File: src/rtl/uart_tx_arbiter.sv
// Round-robin arbiter sharing one UART transmitter between NUM_REQ byte sources.
// A byte without req_last locks the transmitter to its sender until the message ends
// or the owner stays idle for LOCK_TIMEOUT ready cycles.
module uart_tx_arbiter #(
    parameter int unsigned NUM_REQ      = 2,
    parameter int unsigned LOCK_TIMEOUT = 256
) (
    input  logic                       clk,
    input  logic                       rst,
    input  logic [NUM_REQ-1:0]         req_valid,
    input  logic [8*NUM_REQ-1:0]       req_data,
    input  logic [NUM_REQ-1:0]         req_last,
    output logic [NUM_REQ-1:0]         req_ready,
    output logic                       tx_load,
    output logic [7:0]                 tx_data,
    input  logic                       tx_ready,
    output logic [$clog2(NUM_REQ)-1:0] grant_id,
    output logic                       locked
);

    localparam int unsigned     IdW      = $clog2(NUM_REQ);
    localparam int unsigned     CntW     = (LOCK_TIMEOUT > 0) ? $clog2(LOCK_TIMEOUT + 1) : 1;
    localparam logic [CntW-1:0] CntMax   = {CntW{1'b1}};
    localparam logic [CntW-1:0] CntLimit = CntW'(LOCK_TIMEOUT);
    localparam logic [IdW-1:0]  PtrReset = IdW'(NUM_REQ - 1);

    typedef enum logic [1:0] {StIdle, StLoad, StHold} state_e;

    state_e          state_q, state_d;
    logic [IdW-1:0]  ptr_q, ptr_d;
    logic [IdW-1:0]  grant_q, grant_d;
    logic [7:0]      data_q, data_d;
    logic            last_q, last_d;
    logic            locked_q, locked_d;
    logic [CntW-1:0] cnt_q, cnt_d;

    logic [NUM_REQ-1:0] eligible;
    logic [IdW-1:0]     cand;
    logic [IdW-1:0]     winner;
    logic               found;
    logic [7:0]         sel_data;
    logic               sel_last;
    logic               fire;
    logic               pick;

    // State register; reset discards any accepted but not yet loaded byte.
    always_ff @(posedge clk) begin
        if (rst) begin
            state_q  <= StIdle;
            ptr_q    <= PtrReset;
            grant_q  <= '0;
            data_q   <= '0;
            last_q   <= 1'b0;
            locked_q <= 1'b0;
            cnt_q    <= '0;
        end else begin
            state_q  <= state_d;
            ptr_q    <= ptr_d;
            grant_q  <= grant_d;
            data_q   <= data_d;
            last_q   <= last_d;
            locked_q <= locked_d;
            cnt_q    <= cnt_d;
        end
    end

    // Winner search: first eligible requester after the RR pointer, wrapping.
    always_comb begin
        eligible = req_valid;
        if (locked_q) begin
            eligible          = '0;
            eligible[grant_q] = req_valid[grant_q];
        end
        cand   = '0;
        winner = '0;
        found  = 1'b0;
        for (int unsigned k = 1; k <= NUM_REQ; k++) begin
            cand = IdW'((32'(ptr_q) + k) % NUM_REQ);
            if (!found && eligible[cand]) begin
                found  = 1'b1;
                winner = cand;
            end
        end
        sel_data = '0;
        sel_last = 1'b0;
        for (int unsigned i = 0; i < NUM_REQ; i++) begin
            if (IdW'(i) == winner) begin
                sel_data = req_data[8*i +: 8];
                sel_last = req_last[i];
            end
        end
        // A firing timeout takes the whole cycle; arbitration resumes next cycle.
        fire = (LOCK_TIMEOUT != 0) && (state_q == StIdle) && locked_q && (cnt_q == CntLimit);
        pick = (state_q == StIdle) && tx_ready && found && !fire;
    end

    // Next-state logic: FSM sequencing, lock tracking and the idle timeout counter.
    always_comb begin
        state_d  = state_q;
        ptr_d    = ptr_q;
        grant_d  = grant_q;
        data_d   = data_q;
        last_d   = last_q;
        locked_d = locked_q;
        cnt_d    = cnt_q;
        unique case (state_q)
            StIdle: begin
                if (pick) begin
                    state_d = StLoad;
                    ptr_d   = winner;
                    grant_d = winner;
                    data_d  = sel_data;
                    last_d  = sel_last;
                end
            end
            StLoad: begin
                state_d  = StHold;
                locked_d = ~last_q;
            end
            // Holdoff covers the UART's one-cycle lag in dropping tx_ready.
            StHold:  state_d = StIdle;
            default: state_d = StIdle;
        endcase
        if (fire) begin
            locked_d = 1'b0;
        end
        if (pick || !locked_q || fire) begin
            cnt_d = '0;
        end else if ((state_q == StIdle) && tx_ready && !req_valid[grant_q] &&
                     (cnt_q != CntMax)) begin
            cnt_d = cnt_q + 1'b1;
        end
    end

    // Outputs: accept pulse is combinational in IDLE, load strobe follows the state.
    always_comb begin
        req_ready = '0;
        if (pick) begin
            req_ready[winner] = 1'b1;
        end
        tx_load = (state_q == StLoad);
    end

    assign tx_data  = data_q;
    assign grant_id = grant_q;
    assign locked   = locked_q;

endmodule

File: config.mk
export PLATFORM = sky130hd
export DESIGN_NAME = uart_tx_arbiter
export DESIGN_NICKNAME = d
export VERILOG_FILES = /design/src/rtl/uart_tx_arbiter.sv
export SDC_FILE = /design/constraint.sdc
export NUM_CORES = 1
export LEC_CHECK = 0
export BUFFER_PORTS_ARGS = -buffer_cell sky130_fd_sc_hd__buf_2
export CORE_UTILIZATION = 53
export CTS_CLUSTER_SIZE = 12
export DETAILED_ROUTE_END_ITERATION = 8
export PLACE_DENSITY_LB_ADDON = 0.2
export SYNTH_ARGS = -nofsm -noshare
export SYNTH_HDL_FRONTEND = slang
export SYNTH_SLANG_ARGS = --single-unit
File: constraint.sdc
create_clock -name clk -period 3.4 [get_ports clk]
set_input_delay 0.17 -clock clk [delete_from_list [all_inputs] [get_ports clk]]
set_output_delay 0.17 -clock clk [all_outputs]
set_load 0.03 [all_outputs]
==> impl_metrics.py, run 1 <==
metrics = {
    "finish": {
        "nFillCells": 175,
        "multi_input_area_um2": 647,
        "seqCellArea_um2": 460,
        "synthToLayoutAreaGrowth_pct": 19.0,
        "final_util_pct": 68.6,
        "drive_gt1_share_pct": 29.4,
        "nets": 187,
        "diodes": 0,
        "fin_cells": 187,
    },
    "floorplanning": {
        "io_pins": 36,
        "row_count": 16,
        "fp.dieW_um": 48.7,
        "die_area_mm2": 0.00237,
        "fp.dieH_um": 48.7,
        "core-area_mm2": 0.00200,
        "start_util_pct": 57.7,
    },
    "global_route": {
        "grt_use_total_pct": 23.0,
        "grt-ovfl-total": 0,
        "grt_pass1_wl_mm": 4.25,
        "grt_antenna_before_repair": 0,
        "grt_max_degree": 22,
        "grt_pass1_vias": 998,
    },
    "sta": {
        "layout_setup_ws_ns": 0.872,
        "max_freq_mhz": 396,
        "rsz0062_at_grt": "false",
        "setup_viol": 0,
        "hold_viol": 0,
        "fin_crit_sh_pct": 74.4,
        "slew_headroom_pct": 53.1,
        "slew_violations": 0,
        "clock_skew_ns": 0.00500,
        "fin_tns_setup_ns": 0,
        "worstMarginPinSlew_ns": 0.701,
        "fin_crit_ns": 2.53,
    },
    "critical_path": {
        "r2r-start": "cnt_q[0]",
        "path_class": "reg -> out",
        "end_kind": "output pin",
        "crit_path_end": "req_ready[0]",
        "cp-startpoint": "cnt_q[0]",
        "start_kind": "register",
        "r2r_setup_slack_ns": 1.21,
        "critPathRequiredTime_ns": 3.23,
        "cp_data_arrival_time_ns": 2.36,
        "crit_fanout": 21,
        "reg2reg_depth": 7,
        "r2r_end": "cnt_q[5]",
    },
    "job": {
        "maxCapViolCount": 0,
    },
    "pwr": {
        "p_per_area_mw_per_mm2": 392,
        "power_uw": 538,
        "leakagePower_uw": 0.000570,
        "peakVddDrop_v": 0.000267,
    },
    "yosys": {
        "yosysTopAreaCell": "dfxtp_1",
        "ys_top_cells_by_area": "dfxtp_1, mux2i_1, a311oi_1, a21oi_1, ha_1",
        "synthesis.area_mm2": 0.00115,
        "synth_top_area_share_pct": 39.9,
        "yosysSeqAreaShare_pct": 39.9,
        "ys_warn_count": 0,
        "synth_ff_type": "dfxtp_1",
        "synth_edf_count": 0,
        "synthesis.nets": 154,
        "async_flop_share_pct": 0,
        "synth-seq-cells": 23,
        "synth_cell_type_count": 37,
        "avgSynthCellArea_um2": 9.02,
        "synthCells": 128,
    },
    "route": {
        "wl_mm": 2.56,
        "ant_nets": 0,
        "vias": 1090,
        "dr.first_iter.drc_count": 17,
        "drtPass1Iterations": 4,
        "routed_via_density": 5.83,
        "drc": 0,
        "wire_per_inst_um": 13.7,
    },
    "clocking": {
        "clock_path_buffers": 2,
        "post_cts_buffers": 0,
        "clkSinkCount": 23,
        "cts_resized": 0,
        "cts.reportedPaths.clkPinSlew_ns": 0.12,
        "cts-htree-levels": 1,
        "cts_buffers": 3,
        "hold_buffers": 0,
        "clockRootBuffer": "clkbuf_4",
        "cts_tree": "done",
        "clkLatencyLatePin_ns": 0.31,
    },
    "place": {
        "pre_cts_slack_ns": 1.25,
        "place_inst": 183,
        "place_congestion": 0.896,
        "portBuffers": 35,
        "hpwl_mm": 1.88,
    },
    "outcome": {
        "status": "finished clean",
    },
    "hold_path": {
        "hold_path_class": "in -> reg",
    },
}
[critical path, cell delays in order, from the launching register on]
cell,delay (ns)
dfxtp_1,0.38
inv_1,0.08
ha_1,0.15
nor4b_1,0.28
nand3_1,0.58
and3_1,0.40
buf_2,0.17
[placed cells by master (no fill, tap or decap), drive strengths merged, types with 4 or more instances in the layout]
| cell type | n |
|---|---|
| buf | 37 |
| dfxtp | 23 |
| a21oi | 14 |
| mux2i | 10 |
| a311oi | 9 |
| nor2 | 8 |
| nand3 | 6 |
| nand2 | 6 |
| or4 | 5 |
| inv | 4 |
| nor3 | 4 |
[cells by family after synthesis]
logic type | Yosys count | share of synthesized area [%]
AOI/OAI and AO/OA | 33 | 19.8
xor gates and xnor gates | 4 | 3.03
adders and majority gates | 3 | 3.25
buffers and inverters | 13 | 4.55
DFF | 23 | 39.9
muxes | 11 | 9.64
and+or+nand+nor | 41 | 19.8
[layer usage]
layer  wire (um)  GRT usage [%]  vias to the layer above
met1        1200           27.0                      510
li1            -              -                      548
met2        1240           41.4                       30
met4          15           8.82                        0
met3         105           3.77                        2
met5           0              0                        -
[sequential cells by signal (all words and copies together) (netlist names)]
name / flops
ptr_q: 1
last_q: 1
cnt_q: 9
locked: 1
grant_id: 1
tx_data: 8
state_q: 2
[layout make-up]
cell class / instances / share of cell area, %
Clock buffer: 3 / 1.64
Inverter: 4 / 1.09
Clock inverter: 1 / 0.364
Sequential cell: 23 / 33.5
Tap cell: 27 / 2.46
Timing Repair Buffer: 37 / 13.8
Multi-Input combinational cell: 92 / 47.1
[cells in the mapped netlist (all sizes together) (2+ instances only)]
cell and instances:
o31ai 2, a21oi 14, nor4 2, buf 2
a311oi 9, a211o 2, inv 4, clkbuf 7
nand2 6, and3 2, nor3 4, mux2i 10
or4 5, nand3 6, ha 3, dfxtp 23
nor2 8, xnor2 3
[where the power goes]
part	switching, uW	total (uW)	internal [uW]	leakage [uW]
Combinational	72.3	122	49.4	0.000365
Sequential	9.21	293	284	0.000188
Clock	79.5	123	43.9	0.0000177
[worst min-delay path by stage]
| stage | startpoint | to | cells after the start |
|---|---|---|---|
| global placement | last_q | locked | 1 |
| floorplan | rst | state_q[1] | 1 |
| global route | req_data[9] | tx_data[1] | 3 |
| finish | req_data[9] | tx_data[1] | 3 |
| detailed placement | ptr_q | ptr_q | 1 |
| CTS | rst | state_q[1] | 2 |
[stage by stage]
stage,hold slack [ns],instance area [um2]
after CTS,0.196,1370
final,0.207,1370
after detailed placement,0.463,1350
after floorplan,0.242,1150
after global placement,0.437,1350
after global routing,0.204,1370
Note: power is estimated with default switching activity, not from simulation.
==> run 2: changes to the inputs <==
- ABC_AREA: default -> 1
- CORE_UTILIZATION: 53 -> 47
- clock period: 3.4 -> 2.09 ns (I/O delays scaled with it)
==> run 2 against run 1 <==
The flow now finishes with violations (design-rule violations). Clock power increased by 67%. Clock skew decreased by 0.00094 ns. Critical path depth increased by 3. Flip-flop and latch count unchanged. Register-to-register slack got worse by 0.98 ns. Worst setup slack got worse by 0.70 ns. Synthesized area increased by 22%. Final area increased by 17%. Total power increased by 69%. Sequential share of layout area decreased by 5.0 points. Global-route usage decreased by 3.7 points. Highest routed layer unchanged.
==> impl_metrics.py, run 2 <==
metrics = {
    "critical_path": {
        "r2r_setup_slack_ns": 0.23,
        "critPathRequiredTime_ns": 1.99,
        "critical-path-top-delay-family": "simple AND/OR/NAND/NOR gates",
        "end_kind": "output pin",
        "crit_path_cell_trace": "buf_4, inv_1, ha_1, nand2_1, nor2_1, nand2_1, nand2_2, nor2_4, buf_2",
        "worst-path-buf-inv": 3,
        "critical-path-slowest-cell": "dfxtp_1",
        "path_class": "reg -> out",
        "crit_fanout": 11,
        "cp_data_arrival_time_ns": 1.81,
        "r2r_end": "cnt_q[3]",
        "start_kind": "register",
        "reg2reg_depth": 11,
        "critPathMaxStageDelay_ns": 0.35,
        "r2r-start": "cnt_q[1]",
        "path_common_cell": "nand2_1",
    },
    "route": {
        "drtPass1Iterations": 8,
        "vias": 1337,
        "drc": 2,
        "wl_met2_mm": 1.28,
        "highest_layer": "met4",
        "dr.first_iter.drc_count": 55,
        "wire_per_inst_um": 10.2,
        "routed_via_density": 4.79,
        "ant_nets": 0,
        "met3_length_um": 76,
        "wl_met1_mm": 1.48,
        "wl_mm": 2.85,
    },
    "clocking": {
        "clkLatencyLatePin_ns": 0.31,
        "post_cts_buffers": 0,
        "clockRootBuffer": "clkbuf_4",
        "cts-htree-levels": 1,
        "cts.reportedPaths.clkPinSlew_ns": 0.13,
        "clkSinkCount": 23,
        "clock_path_buffers": 2,
        "hold_buffers": 0,
        "cts_resized": 0,
        "cts_buffers": 3,
        "cts_tree": "done",
    },
    "finish": {
        "largest_register_ff_count": 9,
        "nets": 275,
        "multi_input_area_um2": 791,
        "nFillCells": 283,
        "synthToLayoutAreaGrowth_pct": 14.5,
        "final_util_pct": 57.5,
        "diodes": 0,
        "fin_cells": 279,
        "largest-register": "cnt_q",
        "layout_commonest_cell": "nand2_1",
        "final_cell_mix": "nand2_1, buf_2, inv_1, dfxtp_1, nor2_1",
        "seqCellArea_um2": 460,
        "drive_gt1_share_pct": 30.6,
    },
    "place": {
        "portBuffers": 35,
        "pre_cts_slack_ns": 0.150,
        "place_inst": 275,
        "place_congestion": 0.869,
        "hpwl_mm": 2.18,
    },
    "sta": {
        "fin_crit_sh_pct": 91.6,
        "rsz0062_at_grt": "false",
        "slew_headroom_pct": 77.8,
        "setup_viol": 0,
        "max_freq_mhz": 522,
        "fin_crit_ns": 1.92,
        "worstMarginPinSlew_ns": 0.329,
        "clock_skew_ns": 0.00406,
        "slew_violations": 0,
        "layout_setup_ws_ns": 0.175,
        "fin_hold_ws_ns": 0.109,
        "fin_tns_setup_ns": 0,
        "hold_viol": 0,
    },
    "global_route": {
        "grt-ovfl-total": 0,
        "grt_pass1_wl_mm": 5.00,
        "grt_max_degree": 14,
        "grt_use_total_pct": 19.3,
        "grt_pass1_vias": 1213,
        "grt_antenna_before_repair": 0,
    },
    "yosys": {
        "yosysSeqAreaShare_pct": 32.7,
        "avgSynthCellArea_um2": 6.65,
        "synth-seq-cells": 23,
        "synth_commonest_cells": "nand2_1, inv_1, dfxtp_1",
        "synth_top_area_share_pct": 32.7,
        "synthCells": 212,
        "synth_edf_count": 0,
        "synthesis.nets": 238,
        "yosysTopAreaCell": "dfxtp_1",
        "ys_top_cells_by_area": "dfxtp_1, nand2_1, a21oi_2, inv_1, nand2_2",
        "yosysMostFrequentCell": "nand2_1",
        "synth_ff_type": "dfxtp_1",
        "async_flop_share_pct": 0,
        "synth_cell_type_count": 24,
        "synthesis.area_mm2": 0.00141,
        "ys_warn_count": 0,
    },
    "pwr": {
        "switchingPower_uw": 302,
        "peakVddDrop_v": 0.000291,
        "p_per_area_mw_per_mm2": 564,
        "intPower_uw": 609,
        "clock_power_share_pct": 22.6,
        "switching_share_pct": 33.1,
        "leakagePower_uw": 0.000806,
        "p_seq_share_pct": 51.9,
        "p_comb_share_pct": 25.5,
    },
    "floorplanning": {
        "die_area_mm2": 0.00322,
        "fp.dieW_um": 56.8,
        "core-area_mm2": 0.00281,
        "start_util_pct": 50.2,
        "fp.dieH_um": 56.8,
        "io_pins": 36,
        "row_count": 19,
    },
    "outcome": {
        "status": "finished, violations left",
        "violations": "design-rule violations",
    },
    "hold_path": {
        "hold_end": "tx_data[0]",
        "holdPathStages": 5,
        "worstHoldStart": "req_data[0]",
        "hold_path_class": "in -> reg",
    },
    "job": {
        "maxCapViolCount": 0,
    },
}
-- run 2: cell families (layout without fill, tap and decap cells) --
logic type / after synthesis / in the layout / synth area share (%)
adder cells (fa/ha/maj): 3 / 3 / 2.66
AND/OR/NAND/NOR: 132 / 132 / 42.2
buffers and inverters: 32 / 68 / 11.5
AO/OA/AOI/OAI: 22 / 22 / 10.9
flip-flops: 23 / 23 / 32.7
-- run 2: cell type report --
cell class                      instances  area share [%]
Inverter                               26            6.05
Tap cell                               31            2.40
Multi-Input combinational cell        157            49.0
Clock inverter                          1           0.310
Sequential cell                        23            28.5
Timing Repair Buffer                   38            12.3
Clock buffer                            3            1.40
-- run 2: per-stage QoR --
stage	area (um2)	total power, uW
6_report	1610	910
5_1_grt	1610	973
4_1_cts	1610	924
3_5_place_dp	1580	714
3_3_place_gp	1580	712
2_1_floorplan	1410	667
-- run 2: how the worst max path moves through the flow --
stage | from | end | depth (start not counted)
after global routing | cnt_q[1] | cnt_q[3] | 11
after CTS | cnt_q[0] | cnt_q[3] | 11
after detailed placement | cnt_q[0] | cnt_q[3] | 11
after global placement | cnt_q[0] | cnt_q[4] | 11
after floorplan | cnt_q[0] | cnt_q[5] | 12
final | cnt_q[0] | req_ready[1] | 9
-- run 2: power groups by stage --
| stage | Sequential (uW) | Clock [uW] | Combinational [uW] |
|---|---|---|---|
| detailed placement | 483 | 0 | 231 |
| finish | 473 | 205 | 233 |
| global placement | 482 | 0 | 230 |
| floorplan | 510 | 0 | 158 |
| CTS | 473 | 219 | 232 |
| global route | 476 | 238 | 259 |
-- run 2: worst reg2reg max path, stage by stage, from the launching register on --
cell and delay [ns]:
dfxtp_1 0.37, ha_1 0.24, nand2_1 0.09, nor4_1 0.26, ha_1 0.22, inv_1 0.04
nand3_1 0.12, nor2_4 0.09, inv_1 0.15, o21ai_0 0.10, nand2_1 0.07, nor2_1 0.04
-- run 2: metal layers --
layer | global-route usage, % | vias up
met3 | 2.07 | 2
met5 | 0 | -
met4 | 6.27 | 0
li1 | - | 729
met2 | 32.5 | 21
met1 | 25.7 | 585
==> run 3: changes to the inputs <==
--- a/config.mk
+++ b/config.mk
@@ -9,2 +9,3 @@
 export BUFFER_PORTS_ARGS = -buffer_cell sky130_fd_sc_hd__buf_2
+export CORE_ASPECT_RATIO = 2
 export CORE_UTILIZATION = 47
==> constraint.sdc (replaced) <==
create_clock -name clk -period 2.09 [get_ports clk]
set_input_delay 0.209 -clock clk [delete_from_list [all_inputs] [get_ports clk]]
set_output_delay 0.209 -clock clk [all_outputs]
set_load 0.03 [all_outputs]
==> run 3 against run 2 <==
The run now ends clean. Fmax shrank 1.4%. Routed wire length grew 12%. Core utilization grew 1.0 points. First-iteration DRC count shrank 58%. Sequential share of layout area shrank 0.48 points. Global-route usage grew 2.9 points. Worst setup slack lost 0.026 ns. Clock-buffer cell count grew 1. Critical endpoint is now req_ready[0]. Largest cell class unchanged.
==> impl_metrics.py, run 3 (synthesis results as in run 2) <==
metrics = {
    "critical_path": {
        "critPathRequiredTime_ns": 1.88,
        "reg2reg_depth": 11,
        "r2r_setup_slack_ns": 0.27,
        "crit_fanout": 6,
        "path_class": "reg -> out",
        "r2r-start": "cnt_q[0]",
        "r2r_end": "cnt_q[3]",
        "end_kind": "output pin",
        "cp_data_arrival_time_ns": 1.73,
        "start_kind": "register",
    },
    "pwr": {
        "p_per_area_mw_per_mm2": 597,
        "leakagePower_uw": 0.000817,
        "peakVddDrop_v": 0.000391,
        "power_uw": 979,
    },
    "clocking": {
        "cts_tree": "done",
        "hold_buffers": 0,
        "cts_buffers": 3,
        "cts-htree-levels": 1,
        "clockRootBuffer": "clkbuf_8",
        "clock_path_buffers": 2,
        "cts_resized": 0,
        "clkSinkCount": 23,
        "cts.reportedPaths.clkPinSlew_ns": 0.08,
        "clkLatencyLatePin_ns": 0.26,
        "post_cts_buffers": 0,
    },
    "floorplanning": {
        "io_pins": 36,
        "start_util_pct": 50.2,
        "row_count": 27,
        "fp.dieW_um": 40.7,
        "core-area_mm2": 0.00280,
        "fp.dieH_um": 79.4,
        "die_area_mm2": 0.00323,
    },
    "place": {
        "hpwl_mm": 2.57,
        "placed_cell_area_mm2": 0.00159,
        "place_congestion": 0.737,
        "portBuffers": 35,
    },
    "sta": {
        "clock_skew_ns": 0.00110,
        "max_freq_mhz": 515,
        "slew_headroom_pct": 79.6,
        "worstMarginPinSlew_ns": 0.305,
        "hold_viol": 0,
        "fin_crit_sh_pct": 92.9,
        "rsz0062_at_grt": "false",
        "fin_hold_ws_ns": 0.282,
        "fin_tns_setup_ns": 0,
        "setup_viol": 0,
        "slew_violations": 0,
        "fin_crit_ns": 1.94,
    },
    "route": {
        "met3_length_um": 79,
        "highest_layer": "met4",
        "wl_met1_mm": 1.21,
        "dr.first_iter.drc_count": 23,
        "vias": 1395,
        "drc": 0,
        "wl_met2_mm": 1.90,
        "routed_via_density": 5.02,
        "wl_mm": 3.20,
        "ant_nets": 0,
        "drtPass1Iterations": 4,
        "wire_per_inst_um": 11.5,
    },
    "global_route": {
        "grt_max_degree": 13,
        "grt_pass1_vias": 1254,
        "grt_use_total_pct": 22.2,
        "grt_pass1_wl_mm": 5.10,
        "grt_antenna_before_repair": 0,
        "grt-ovfl-total": 0,
    },
    "finish": {
        "synthToLayoutAreaGrowth_pct": 16.4,
        "layout_commonest_cell": "nand2_1",
        "final_area_mm2": 0.00164,
        "nFillCells": 317,
        "diodes": 0,
        "largest_register_ff_count": 9,
        "largest-register": "cnt_q",
        "final_cell_mix": "nand2_1, buf_2, inv_1, dfxtp_1, nor2_1",
        "nets": 276,
        "final_util_pct": 58.5,
        "drive_gt1_share_pct": 30.5,
    },
    "outcome": {
        "status": "finished clean",
    },
    "hold_path": {
        "hold_end": "tx_data[0]",
        "holdPathStages": 5,
        "worstHoldStart": "req_data[0]",
        "hold_path_class": "in -> reg",
    },
    "job": {
        "maxCapViolCount": 0,
    },
}
run 3: critical path, stage by stage (launching register included):
cell     delay, ns
dfxtp_1       0.36
buf_4         0.15
inv_1         0.06
ha_1          0.21
nand2_1       0.08
nor2_1        0.05
nand3_1       0.06
nor2_1        0.04
nor2_1        0.13
nand2_1       0.09
inv_1         0.06
buf_2         0.19
run 3: where the power goes:
group,switching (uW),internal (uW)
registers,14.2,458
logic,155,79.5
clock network,136,136
total,305,673
run 3: through the flow:
stage	cells	worst slack [ns]
after detailed placement	274	0.176
after CTS	278	0.0600
after global placement	274	0.239
after floorplan	212	0.412
final	278	0.148
after global routing	278	0.0367
run 3: layout make-up:
cell class / count / area, um2 / area share, %
tap: 29 / 36.3 / 2.21
clock buffer: 4 / 45.0 / 2.75
sequential: 23 / 460 / 28.1
inverter: 26 / 97.6 / 5.95
timing repair buffer: 39 / 205 / 12.5
multi-input combinational: 157 / 796 / 48.5
run 3: worst max path at each step:
stage,startpoint,endpoint,slack (ns),cells after the start
global placement,cnt_q[0],cnt_q[3],0.24,11
finish,cnt_q[0],req_ready[0],0.15,11
CTS,cnt_q[0],req_ready[1],0.06,9
floorplan,cnt_q[0],cnt_q[5],0.41,12
global route,cnt_q[0],req_ready[0],0.04,11
detailed placement,cnt_q[0],cnt_q[3],0.18,11
run 3: routing by layer:
metal / track usage (%) / vias to the layer above
met2: 44.4 / 31
met4: 7.00 / 0
met1: 20.2 / 632
met5: 0 / -
met3: 1.67 / 2
li1: - / 730
